File: config.mk
export PLATFORM = sky130hd
export DESIGN_NAME = rmii_tx
export DESIGN_NICKNAME = d
export VERILOG_FILES = /design/src/rtl/rmii_pkg.sv /design/src/rtl/rmii_tx_crc32_d8.sv /design/src/rtl/rmii_tx.sv
export SDC_FILE = /design/constraint.sdc
export NUM_CORES = 1
export LEC_CHECK = 0
export CAP_MARGIN = 20
export CELL_PAD_IN_SITES_DETAIL_PLACEMENT = 0
export CELL_PAD_IN_SITES_GLOBAL_PLACEMENT = 1
export CORE_MARGIN = 1
export CORE_UTILIZATION = 43
export CTS_CLUSTER_SIZE = 8
export DETAILED_ROUTE_END_ITERATION = 10
export HOLD_SLACK_MARGIN = 0.12
export PLACE_DENSITY = 0.73
export SETUP_SLACK_MARGIN = 0.15
export SLEW_MARGIN = 20
export SYNTH_ARGS = -nofsm -noshare
export SYNTH_HDL_FRONTEND = slang
export SYNTH_SLANG_ARGS = --single-unit
export TNS_END_PERCENT = 1
File: constraint.sdc
create_clock -name eth_clk -period 2.6 [get_ports eth_clk]
set_input_delay 0.26 -clock eth_clk [delete_from_list [all_inputs] [get_ports eth_clk]]
set_output_delay 0.26 -clock eth_clk [all_outputs]
set_load 0.005 [all_outputs]
File: src/rtl/rmii_pkg.sv
// Shared types and constants for the RMII transmit path.
package rmii_pkg;

    typedef enum logic [2:0] {
        IDLE,
        PREAMBLE,
        SFD,
        DATA,
        PAD,
        FCS,
        IFG
    } tx_state_t;

    // Payload byte held while its four dibits are on the wire.
    typedef struct packed {
        logic       last;
        logic [7:0] data;
    } tx_beat_t;

    localparam logic [7:0]  PREAMBLE_BYTE = 8'h55;
    localparam logic [7:0]  SFD_BYTE      = 8'hD5;
    localparam logic [31:0] CRC_POLY      = 32'hEDB88320;
    localparam logic [31:0] CRC_INIT      = 32'hFFFFFFFF;
    localparam logic [31:0] CRC_RESIDUE   = 32'hDEBB20E3;

    localparam int unsigned DIBITS_PER_BYTE = 4;
    localparam int unsigned FCS_DIBITS      = 16;

endpackage

File: src/rtl/rmii_tx_crc32_d8.sv
// Combinational reflected CRC-32 advance by one byte, LSB first.
// Also intended for the receive-side FCS checker.
module crc32_d8
    import rmii_pkg::*;
(
    input  logic [31:0] crc_in,
    input  logic [7:0]  data,
    output logic [31:0] crc_out
);

    logic [31:0] c;

    // Eight bit-serial shift steps unrolled into one cycle.
    always_comb begin
        c = crc_in;
        for (int i = 0; i < 8; i++) begin
            if (c[0] ^ data[i]) begin
                c = (c >> 1) ^ CRC_POLY;
            end else begin
                c = c >> 1;
            end
        end
        crc_out = c;
    end

endmodule

File: src/rtl/rmii_tx.sv
// RMII 100 Mbit/s transmitter: byte stream in, preamble/SFD/payload/FCS/IFG
// out as dibits, one per eth_clk.
// Optional macro RMII_TX_PAD_EN: pad short payloads with 0x00 up to MIN_PAYLOAD.
module rmii_tx
    import rmii_pkg::*;
#(
    parameter int unsigned PREAMBLE_BYTES = 7,
    parameter int unsigned IFG_BYTES      = 12
`ifdef RMII_TX_PAD_EN
    ,
    parameter int unsigned MIN_PAYLOAD    = 60
`endif
) (
    input  logic       eth_clk,
    input  logic       rst,
    input  logic [7:0] tx_data,
    input  logic       tx_valid,
    input  logic       tx_last,
    output logic       tx_ready,
    output logic       eth_txen,
    output logic [1:0] eth_tx,
    output logic       busy,
    output logic       underrun
);

    localparam int unsigned PRE_CLKS = DIBITS_PER_BYTE * PREAMBLE_BYTES;
    localparam int unsigned IFG_CLKS = DIBITS_PER_BYTE * IFG_BYTES;
    localparam int unsigned CNT_MAX0 = (PRE_CLKS > IFG_CLKS) ? PRE_CLKS : IFG_CLKS;
    localparam int unsigned CNT_MAX  = (CNT_MAX0 > FCS_DIBITS) ? CNT_MAX0 : FCS_DIBITS;
    localparam int unsigned CNT_W    = $clog2(CNT_MAX);

    tx_state_t        state, state_n;
    logic [CNT_W-1:0] cnt, cnt_n;
    tx_beat_t         beat, beat_n;
    logic [31:0]      crc, crc_n, crc_upd, fcs_n;
    logic [7:0]       crc_din;
    logic             txen_n, busy_n, underrun_n;
    logic [1:0]       tx_n;
    logic             last_dibit;

`ifdef RMII_TX_PAD_EN
    localparam int unsigned PAY_W = $clog2(MIN_PAYLOAD + 1);
    logic [PAY_W-1:0] pay, pay_n;
    logic             short_frame;
    assign short_frame = (pay < PAY_W'(MIN_PAYLOAD));
`endif

    // Byte request: last SFD dibit and last dibit of every non-final payload byte.
    assign last_dibit = (cnt == CNT_W'(DIBITS_PER_BYTE - 1));
    assign tx_ready   = last_dibit && ((state == SFD) || ((state == DATA) && !beat.last));

    // Accepted bytes feed the CRC; pad bytes (after the final byte) feed zeros.
    assign crc_din = ((state == SFD) || ((state == DATA) && !beat.last)) ? tx_data : 8'h00;

    crc32_d8 u_crc (
        .crc_in (crc),
        .data   (crc_din),
        .crc_out(crc_upd)
    );

    // Next-state logic; wire outputs are derived from the next state so they
    // change on the same edge as the state.
    always_comb begin
        state_n    = state;
        cnt_n      = cnt + CNT_W'(1);
        beat_n     = beat;
        crc_n      = crc;
        underrun_n = 1'b0;
`ifdef RMII_TX_PAD_EN
        pay_n      = pay;
`endif

        case (state)
            IDLE: begin
                cnt_n = '0;
                if (tx_valid) begin
                    state_n = PREAMBLE;
                    crc_n   = CRC_INIT;
`ifdef RMII_TX_PAD_EN
                    pay_n   = '0;
`endif
                end
            end

            PREAMBLE: begin
                if (cnt == CNT_W'(PRE_CLKS - 1)) begin
                    state_n = SFD;
                    cnt_n   = '0;
                end
            end

            SFD: begin
                if (last_dibit) begin
                    cnt_n = '0;
                    if (tx_valid) begin
                        state_n = DATA;
                        beat_n  = '{last: tx_last, data: tx_data};
                        crc_n   = crc_upd;
`ifdef RMII_TX_PAD_EN
                        if (short_frame) pay_n = pay + PAY_W'(1);
`endif
                    end else begin
                        state_n    = IFG;
                        underrun_n = 1'b1;
                        crc_n      = CRC_INIT;
                    end
                end
            end

            DATA: begin
                if (last_dibit) begin
                    cnt_n = '0;
                    if (beat.last) begin
`ifdef RMII_TX_PAD_EN
                        if (short_frame) begin
                            state_n = PAD;
                            crc_n   = crc_upd;
                            pay_n   = pay + PAY_W'(1);
                        end else begin
                            state_n = FCS;
                        end
`else
                        state_n = FCS;
`endif
                    end else if (tx_valid) begin
                        beat_n = '{last: tx_last, data: tx_data};
                        crc_n  = crc_upd;
`ifdef RMII_TX_PAD_EN
                        if (short_frame) pay_n = pay + PAY_W'(1);
`endif
                    end else begin
                        state_n    = IFG;
                        underrun_n = 1'b1;
                        crc_n      = CRC_INIT;
                    end
                end
            end

            PAD: begin
`ifdef RMII_TX_PAD_EN
                if (last_dibit) begin
                    cnt_n = '0;
                    if (short_frame) begin
                        crc_n = crc_upd;
                        pay_n = pay + PAY_W'(1);
                    end else begin
                        state_n = FCS;
                    end
                end
`else
                // Unreachable without padding; fall back to the gap.
                state_n = IFG;
                cnt_n   = '0;
`endif
            end

            FCS: begin
                if (cnt == CNT_W'(FCS_DIBITS - 1)) begin
                    state_n = IFG;
                    cnt_n   = '0;
                end
            end

            IFG: begin
                if (cnt == CNT_W'(IFG_CLKS - 1)) begin
                    cnt_n = '0;
                    // Pending frame starts straight out of the gap.
                    if (tx_valid) begin
                        state_n = PREAMBLE;
                        crc_n   = CRC_INIT;
`ifdef RMII_TX_PAD_EN
                        pay_n   = '0;
`endif
                    end else begin
                        state_n = IDLE;
                    end
                end
            end

            default: begin
                state_n = IDLE;
                cnt_n   = '0;
            end
        endcase

        // Wire values for the state being entered.
        fcs_n  = ~crc_n;
        txen_n = 1'b0;
        tx_n   = 2'b00;
        busy_n = (state_n != IDLE);
        case (state_n)
            PREAMBLE: begin
                txen_n = 1'b1;
                tx_n   = PREAMBLE_BYTE[1:0];
            end
            SFD: begin
                txen_n = 1'b1;
                tx_n   = SFD_BYTE[{cnt_n[1:0], 1'b0} +: 2];
            end
            DATA: begin
                txen_n = 1'b1;
                tx_n   = beat_n.data[{cnt_n[1:0], 1'b0} +: 2];
            end
            PAD: begin
                txen_n = 1'b1;
                tx_n   = 2'b00;
            end
            FCS: begin
                txen_n = 1'b1;
                tx_n   = fcs_n[{cnt_n[3:0], 1'b0} +: 2];
            end
            default: begin
                txen_n = 1'b0;
                tx_n   = 2'b00;
            end
        endcase
    end

    // State, datapath and registered wire outputs.
    always_ff @(posedge eth_clk or posedge rst) begin
        if (rst) begin
            state    <= IDLE;
            cnt      <= '0;
            beat     <= '0;
            crc      <= CRC_INIT;
            eth_txen <= 1'b0;
            eth_tx   <= 2'b00;
            busy     <= 1'b0;
            underrun <= 1'b0;
        end else begin
            state    <= state_n;
            cnt      <= cnt_n;
            beat     <= beat_n;
            crc      <= crc_n;
            eth_txen <= txen_n;
            eth_tx   <= tx_n;
            busy     <= busy_n;
            underrun <= underrun_n;
        end
    end

`ifdef RMII_TX_PAD_EN
    // Payload length tracker for padding.
    always_ff @(posedge eth_clk or posedge rst) begin
        if (rst) begin
            pay <= '0;
        end else begin
            pay <= pay_n;
        end
    end
`endif

endmodule

==> impl_metrics.env, run 1 <==
export IMPL_outcome="complete, but fails checks"
export IMPL_violations="negative setup slack"
export IMPL_worstPathMaxFanout=5
export IMPL_gr_total_overflow=0
export IMPL_fp_dieH_um=104.6
export IMPL_fin_worst_skew_ns=0.009480
export IMPL_drc=0
export IMPL_numCtsBuffers=5
export IMPL_layout_filler_cells=897
export IMPL_cp_required_ns=2.83
export IMPL_via_count=4673
export IMPL_avgSynthCellArea_um2=8.899
export IMPL_setup_tns_ns=-0.2699
export IMPL_clkPwrFrac_pct=5.1
export IMPL_power_leakage_uw=0.002690
export IMPL_yosysUniqueCellTypes=87
export IMPL_synth_flop_cell="dfstp_2"
export IMPL_clk_pin_slew_worst_paths_ns=0.11
export IMPL_peakVddDrop_uv=635.5
export IMPL_fin_crit_sh_pct=105.7
export IMPL_netlist_area_leader_share_pct=18.56
export IMPL_switching_share_pct=46.26
export IMPL_powerDensity_nw_per_um2=1543
export IMPL_post_route_min_period_ns=2.747
export IMPL_gp_congestion=1.037
export IMPL_wl_per_cell_um=20.90
export IMPL_min_path_type="input port to asynchronous set/reset pin"
export IMPL_postCtsHoldBufs=0
export IMPL_design_final_nets=680
export IMPL_pwr_share_comb_pct=79.8
export IMPL_worst_pin_slew_ns=0.6421
export IMPL_dp_hpwl_mm=13.17
export IMPL_max_clock_freq_mhz=364.0
export IMPL_p_total_uw=9858
export IMPL_cts_root_buffer="clkbuf_8"
export IMPL_crit_type="flop to flop"
export IMPL_drive_gt1_share_pct=43.26
export IMPL_setup_ws_ns=-0.1474
export IMPL_synth_top_area_cell="dfstp_2"
export IMPL_startpoint_type="flop"
export IMPL_antenna_found_initial=0
export IMPL_htree_levels=2
export IMPL_die_w_um=104.6
export IMPL_tritoncts="built"
export IMPL_cts_sinks=55
export IMPL_p_int_uw=5298
export IMPL_die_area_um2=10950
export IMPL_grt_pass1_wl_mm=26.05
export IMPL_routed_wirelength_mm=16.80
export IMPL_ys_seq_area_share_pct=31.27
export IMPL_synth_fp_nets=522
export IMPL_final_hold_viol_count=0
export IMPL_rsz0062_at_grt="true"
export IMPL_viasPerCell=5.812
export IMPL_port_buffers=17
export IMPL_pwr_share_seq_pct=15.2
export IMPL_multiInputGateArea_um2=3164
export IMPL_maxCapViolations=0
export IMPL_grt_util_all_layers_pct=31.62
export IMPL_first_pass_iters=6
export IMPL_grt_max_degree=29
export IMPL_slew_headroom_pct=57.13
export IMPL_register_area_um2=1418
export IMPL_slew_viol_final=0
export IMPL_layout_commonest_cell="buf_4"
export IMPL_grt_pass1_vias=4602
export IMPL_synth_area_leaders="dfstp_2, dfrtp_1, xnor2_1"
export IMPL_worstPathArrival_ns=2.97
export IMPL_synth_edf_count=0
export IMPL_async_flop_share_pct=100.0
export IMPL_drt_iter0_drc=280
export IMPL_start_util_pct=44.07
export IMPL_final_setup_viol_count=2
export IMPL_clk_path_buf_depth=2
export IMPL_rows=37
export IMPL_end_kind="flop"
export IMPL_power_switching_uw=4560
export IMPL_coreArea_um2=10280
export IMPL_syn_to_final_growth_pct=41.05
export IMPL_synthCells=509
export IMPL_n_antenna_cell=0
export IMPL_num_io_pins=18
export IMPL_final_cell_mix="buf_4, nand2_1, xnor2_1, dfstp_2, nor2_1"
export IMPL_synth_seq_cells=55
export IMPL_yosysWarnings=0
export IMPL_final_antenna_net_count=0
export IMPL_netlist_area_um2=4529
export IMPL_insertion_delay_ns=0.32
## power groups by stage
stage	registers, uW	logic [uW]	clock network, uW
2_1_floorplan	1440	4230	0
3_3_place_gp	1500	7060	0
3_5_place_dp	1510	7070	0
4_1_cts	1490	7370	515
5_1_grt	1530	8350	537
6_report	1490	7860	499
## what timing repair did
action | in CTS | in global routing
buffers inserted | 3 | 5
pin swaps | 15 | 18
endpoints found under the setup margin | 10 | 9
gates resized for setup | 27 | 42
## metal layers
| metal | vias to the layer above | GRT usage (%) | wire length (um) | part of all wire [%] |
|---|---|---|---|---|
| met5 | - | 0 | 0 | 0 |
| met4 | 0 | 14.19 | 676 | 4.0 |
| met3 | 43 | 4.492 | 974 | 5.8 |
| met2 | 180 | 51.99 | 7955 | 47 |
| met1 | 2268 | 41.32 | 7199 | 43 |
| li1 | 2182 | - | - | - |
## registers in the layout, summed over array words and instances (netlist names)
name	cells
beat	9
cnt	6
busy	1
eth_txen	1
eth_tx	2
crc	32
underrun	1
state	3
## worst max-delay path: stages, from the launching register on
cell      delay [ns]
dfrtp_1         0.44
nand3b_1        0.23
or3_4           0.45
a211o_1         0.31
buf_4           0.14
and2_4          0.17
xor2_1          0.25
o211ai_1        0.11
a31oi_1         0.30
a311oi_2        0.06
o21a_1          0.18
## area by class of cell
type                    instances  area share, %
repair buffers                182          22.74
well taps                     136          2.664
multi-input cells             397          49.53
inverters                      26          1.567
clock buffers                   6          1.136
clock inverters                 2         0.1763
flip-flops and latches         55          22.19
## cells by family (layout without fill, tap and decap cells)
group                    count (synthesis)  count (layout)  synth area share, %
AND/OR/NAND/NOR                        166             166                20.25
AO/OA/AOI/OAI                          156             156                23.84
XOR/XNOR                                64              64                16.35
buffers and inverters                   57             216                5.690
flip-flops                              55              55                31.27
multiplexers                            10              10                2.320
adder cells (fa/ha/maj)                  1               1               0.2762
## metrics by stage
stage	utilization, %	setup WS, ns	hold WS [ns]	cells	area (um^2)
2_1_floorplan	-	-0.008910	0.4215	509	4611
3_3_place_gp	58.08	-0.5118	0.4764	788	5969
3_5_place_dp	58.08	-0.5336	0.4859	788	5969
4_1_cts	60.15	-0.1094	0.3661	799	6182
5_1_grt	62.16	-0.2250	0.3989	804	6389
6_report	62.16	-0.1474	0.3401	804	6389
## cells in the mapped netlist (3+ instances only)
library cell   n
a211o_1        4
a211oi_1       8
a21boi_0       3
a21oi_1       27
a22oi_1        4
a31o_2         3
a31oi_1       14
and2_1        12
buf_2         10
buf_4          4
clkbuf_1      13
dfrtp_1       23
dfstp_2       32
inv_1         24
mux2_2         4
mux2i_1        6
nand2_1       43
nand2b_1       4
nand3_1       17
nand3b_1       6
nand4_1        4
nor2_1        30
nor3_1        12
o211a_1        3
o211ai_1       7
o21a_1         5
o21ai_0       28
o21ai_1        4
o221ai_1       4
o22ai_1        7
o311ai_0       4
o31a_1         4
o31ai_1        3
o32ai_1        3
or2_2          5
xnor2_1       35
xnor3_1        9
xor2_1        16
## path summary, 6_finish.rpt
path	start	to	slack [ns]	depth (start not counted)
worst min-delay path	rst	beat[0]	0.34	2
min in group eth_clk	beat[6]	beat[6]	0.50	2
worst max register to register	state[2]	eth_tx[1]	-0.15	10
worst min register to register	beat[6]	beat[6]	0.50	2
worst max-delay path	state[2]	eth_tx[1]	-0.15	10
max in group asynchronous	rst	crc[13]	1.61	3
Note: power is estimated with default switching activity, not from simulation.
==> run 2: changes to the inputs <==
--- a/config.mk
+++ b/config.mk
@@ -15,7 +15,6 @@
 export HOLD_SLACK_MARGIN = 0.12
 export PLACE_DENSITY = 0.73
 export SETUP_SLACK_MARGIN = 0.15
-export SLEW_MARGIN = 20
 export SYNTH_ARGS = -nofsm -noshare
 export SYNTH_HDL_FRONTEND = slang
 export SYNTH_SLANG_ARGS = --single-unit
==> results of run 2 <==
Final layout, timing and power as in run 1 (identical DEF).
==> run 3: changes to the inputs <==
--- a/config.mk
+++ b/config.mk
@@ -9,13 +9,15 @@
 export CELL_PAD_IN_SITES_DETAIL_PLACEMENT = 0
 export CELL_PAD_IN_SITES_GLOBAL_PLACEMENT = 1
 export CORE_MARGIN = 1
-export CORE_UTILIZATION = 43
+export CORE_UTILIZATION = 49
+export CTS_BUF_LIST = sky130_fd_sc_hd__clkbuf_4
 export CTS_CLUSTER_SIZE = 8
 export DETAILED_ROUTE_END_ITERATION = 10
 export HOLD_SLACK_MARGIN = 0.12
-export PLACE_DENSITY = 0.73
+export PLACE_DENSITY = 0.78
 export SETUP_SLACK_MARGIN = 0.15
 export SYNTH_ARGS = -nofsm -noshare
 export SYNTH_HDL_FRONTEND = slang
+export SYNTH_HIERARCHICAL = 1
 export SYNTH_SLANG_ARGS = --single-unit
 export TNS_END_PERCENT = 1
==> constraint.sdc (replaced) <==
create_clock -name eth_clk -period 2.9 [get_ports eth_clk]
set_input_delay 0.29 -clock eth_clk [delete_from_list [all_inputs] [get_ports eth_clk]]
set_output_delay 0.29 -clock eth_clk [all_outputs]
set_load 0.005 [all_outputs]
==> run 3 against run 2 <==
Effect of this change: the run still ends with negative setup slack left; critical path type unchanged; largest power group is now sequential cells; worst hold slack got worse by 0.24 ns; routed wire length fell by 27%; non-clock buffer count fell by 83; worst setup slack got worse by 0.23 ns; first-iteration DRC count fell by 7.5%; largest cell class unchanged; sequential power fell by 46%; total power fell by 86%; core utilization rose by 3.1 points; synthesized cell count fell by 13%; flip-flop and latch count did not move.
==> impl_metrics.env, run 3 <==
export IMPL_yosysUniqueCellTypes=65
export IMPL_dp_hpwl_mm=9.133
export IMPL_die_area_um2=8693
export IMPL_num_io_pins=18
export IMPL_wl_per_cell_um=19.38
export IMPL_grt_pass1_wl_mm=19.71
export IMPL_whs_ns=0.1028
export IMPL_worst_pin_slew_ns=0.7077
export IMPL_syn_to_final_growth_pct=26.13
export IMPL_final_antenna_net_count=0
export IMPL_synth_fp_nets=458
export IMPL_largest_reg_flops=32
export IMPL_worstPathMaxFanout=6
export IMPL_die_w_um=93.24
export IMPL_largest_registers="crc x32, beat x9, cnt x6"
export IMPL_maxCapViolations=0
export IMPL_timing_rr_start="state[2]"
export IMPL_viasPerCell=5.771
export IMPL_cpPeakStageDelay_ns=0.48
export IMPL_n_antenna_cell=0
export IMPL_synth_area_leaders="dfstp_2, dfrtp_1, xnor2_1"
export IMPL_post_dp_cell_area_um2=4878
export IMPL_violations="negative setup slack"
export IMPL_placedCellCount=615
export IMPL_slew_headroom_pct=52.82
export IMPL_grt_pass1_vias=3599
export IMPL_layout_filler_cells=644
export IMPL_cp_slowest_cell="xnor3_2"
export IMPL_min_path_type="input port to asynchronous set/reset pin"
export IMPL_instances_no_fill=630
export IMPL_clk_path_buf_depth=2
export IMPL_gp_congestion=0.8972
export IMPL_powerDensity_nw_per_um2=271.0
export IMPL_start_util_pct=51.71
export IMPL_fin_crit_sh_pct=113.1
export IMPL_layout_commonest_cell="buf_4"
export IMPL_insertion_delay_ns=0.40
export IMPL_final_setup_viol_count=2
export IMPL_gr_total_overflow=0
export IMPL_ff2ff_setup_slack_ns=-0.38
export IMPL_drive_gt1_share_pct=33.52
export IMPL_coreArea_um2=7888
export IMPL_crit_buf_inv=1
export IMPL_async_flop_share_pct=100.0
export IMPL_synth_seq_cells=55
export IMPL_yosysWarnings=6
export IMPL_yosys_cell_count_top_type="nor2_1"
export IMPL_drc=0
export IMPL_rows=32
export IMPL_max_clock_freq_mhz=304.8
export IMPL_synth_commonest_cells="nor2_1, xnor2_1, dfstp_2"
export IMPL_synth_edf_count=0
export IMPL_postCtsHoldBufs=0
export IMPL_crit_path_frequent_cell="o22ai_1"
export IMPL_drt_iter0_drc=259
export IMPL_tritoncts="built"
export IMPL_crit_chain="nor2b_4, buf_4, and3_4, xnor2_4, xor2_4, xnor3_2, xor3_1, nor2b_1, o22ai_1, a21oi_1, nor2_1, o22ai_1, a2111oi_2, o31ai_1, o22a_1"
export IMPL_cp_required_ns=3.22
export IMPL_via_count=3636
export IMPL_setup_tns_ns=-0.6397
export IMPL_netlist_area_um2=4079
export IMPL_fp_dieH_um=93.24
export IMPL_netlist_area_leader_share_pct=20.61
export IMPL_cts_sinks=55
export IMPL_first_pass_iters=5
export IMPL_synth_flop_cell="dfstp_2"
export IMPL_port_buffers=17
export IMPL_postLayoutCoreUtil_pct=65.23
export IMPL_critPathTopFamily="XOR/XNOR gates"
export IMPL_end_kind="flop"
export IMPL_worstSetupStartpoint="state[2]"
export IMPL_peakVddDrop_uv=206.6
export IMPL_routed_wirelength_mm=12.21
export IMPL_cts_root_buffer="clkbuf_4"
export IMPL_setup_ws_ns=-0.3810
export IMPL_grt_max_degree=33
export IMPL_power_leakage_uw=0.002233
export IMPL_final_cell_mix="buf_4, nor2_1, xnor2_1, dfstp_2"
export IMPL_startpoint_type="flop"
export IMPL_synth_top_area_cell="dfstp_2"
export IMPL_synthCells=445
export IMPL_outcome="complete, but fails checks"
export IMPL_slew_viol_final=0
export IMPL_grt_util_all_layers_pct=29.91
export IMPL_r2r_cells=15
export IMPL_worstPathArrival_ns=3.60
export IMPL_finalInstanceArea_um2=5145
export IMPL_fin_worst_skew_ns=0.02244
export IMPL_regMostFlops="crc"
export IMPL_post_route_min_period_ns=3.281
export IMPL_clk_pin_slew_worst_paths_ns=0.19
export IMPL_rsz0062_at_grt="true"
export IMPL_numCtsBuffers=5
export IMPL_avgSynthCellArea_um2=9.166
export IMPL_antenna_found_initial=0
export IMPL_r2r_end="eth_tx[0]"
export IMPL_ys_seq_area_share_pct=34.72
export IMPL_htree_levels=2
export IMPL_final_hold_viol_count=0
export IMPL_crit_type="flop to flop"
export IMPL_design_final_nets=540
run 3: changes by cell type after synthesis, moves of 9 or more:
cell,before,now
o21ai_1,4,19
nor3b_1,1,15
nor2_1,30,49
nor3_1,12,3
xnor2_1,35,45
o21ai_0,28,10
nor2b_1,2,21
nand2_1,43,27
a31oi_1,14,3
inv_1,24,10
nand3_1,17,8
and2_1,12,3
run 3: worst max path at each step:
stage	end	slack, ns	cells past startpoint
after global routing	eth_tx[0]	-0.57	15
after floorplan	eth_tx[0]	-0.50	16
final	eth_tx[0]	-0.38	15
after detailed placement	eth_tx[0]	-0.58	14
after CTS	eth_tx[0]	-0.40	15
after global placement	eth_tx[0]	-0.57	14
run 3: kinds of logic after synthesis:
family | share of synthesized area (%)
compound gates | 19.05
xor+xnor | 19.72
fa+ha+maj | 0.3067
buf+inv | 4.386
flops | 34.72
mux | 0.7362
simple gates | 21.07
run 3: repair_timing:
item	CTS	global route
pin swaps	11	0
resized for setup	27	7
setup endpoints to repair	5	8
setup buffers	7	0
endpoints found under the hold margin	0	0
run 3: layout make-up:
cell class | instances | area [um^2] | area share [%]
Clock buffer | 5 | 37.54 | 0.7296
Clock inverter | 3 | 25.02 | 0.4864
Inverter | 13 | 61.31 | 1.192
Multi-Input combinational cell | 353 | 2665 | 51.80
Sequential cell | 55 | 1416 | 27.53
Tap cell | 102 | 127.6 | 2.481
Timing Repair Buffer | 99 | 812.0 | 15.78
run 3: metal layers:
| layer | vias up | share of wire, % | GRT usage (%) |
|---|---|---|---|
| li1 | 1719 | - | - |
| met1 | 1761 | 46 | 44.39 |
| met2 | 139 | 46 | 46.32 |
| met3 | 17 | 5.9 | 3.333 |
| met4 | 0 | 1.6 | 7.949 |
| met5 | - | 0 | 0 |
run 3: stage by stage:
stage          worst slack (ns)  power [uW]
6_report                -0.3810        1394
5_1_grt                 -0.5670        1444
4_1_cts                 -0.4022        1400
3_5_place_dp            -0.5804        1018
3_3_place_gp            -0.5694        1017
2_1_floorplan           -0.5027       934.6
run 3: where the power goes:
part	switching [uW]	total, uW	leakage [uW]	internal [uW]
Sequential	9.54	798	0.000630	789
Combinational	101	221	0.00157	121
Clock	276	375	0.0000314	98.1
Total	387	1390	0.00223	1010
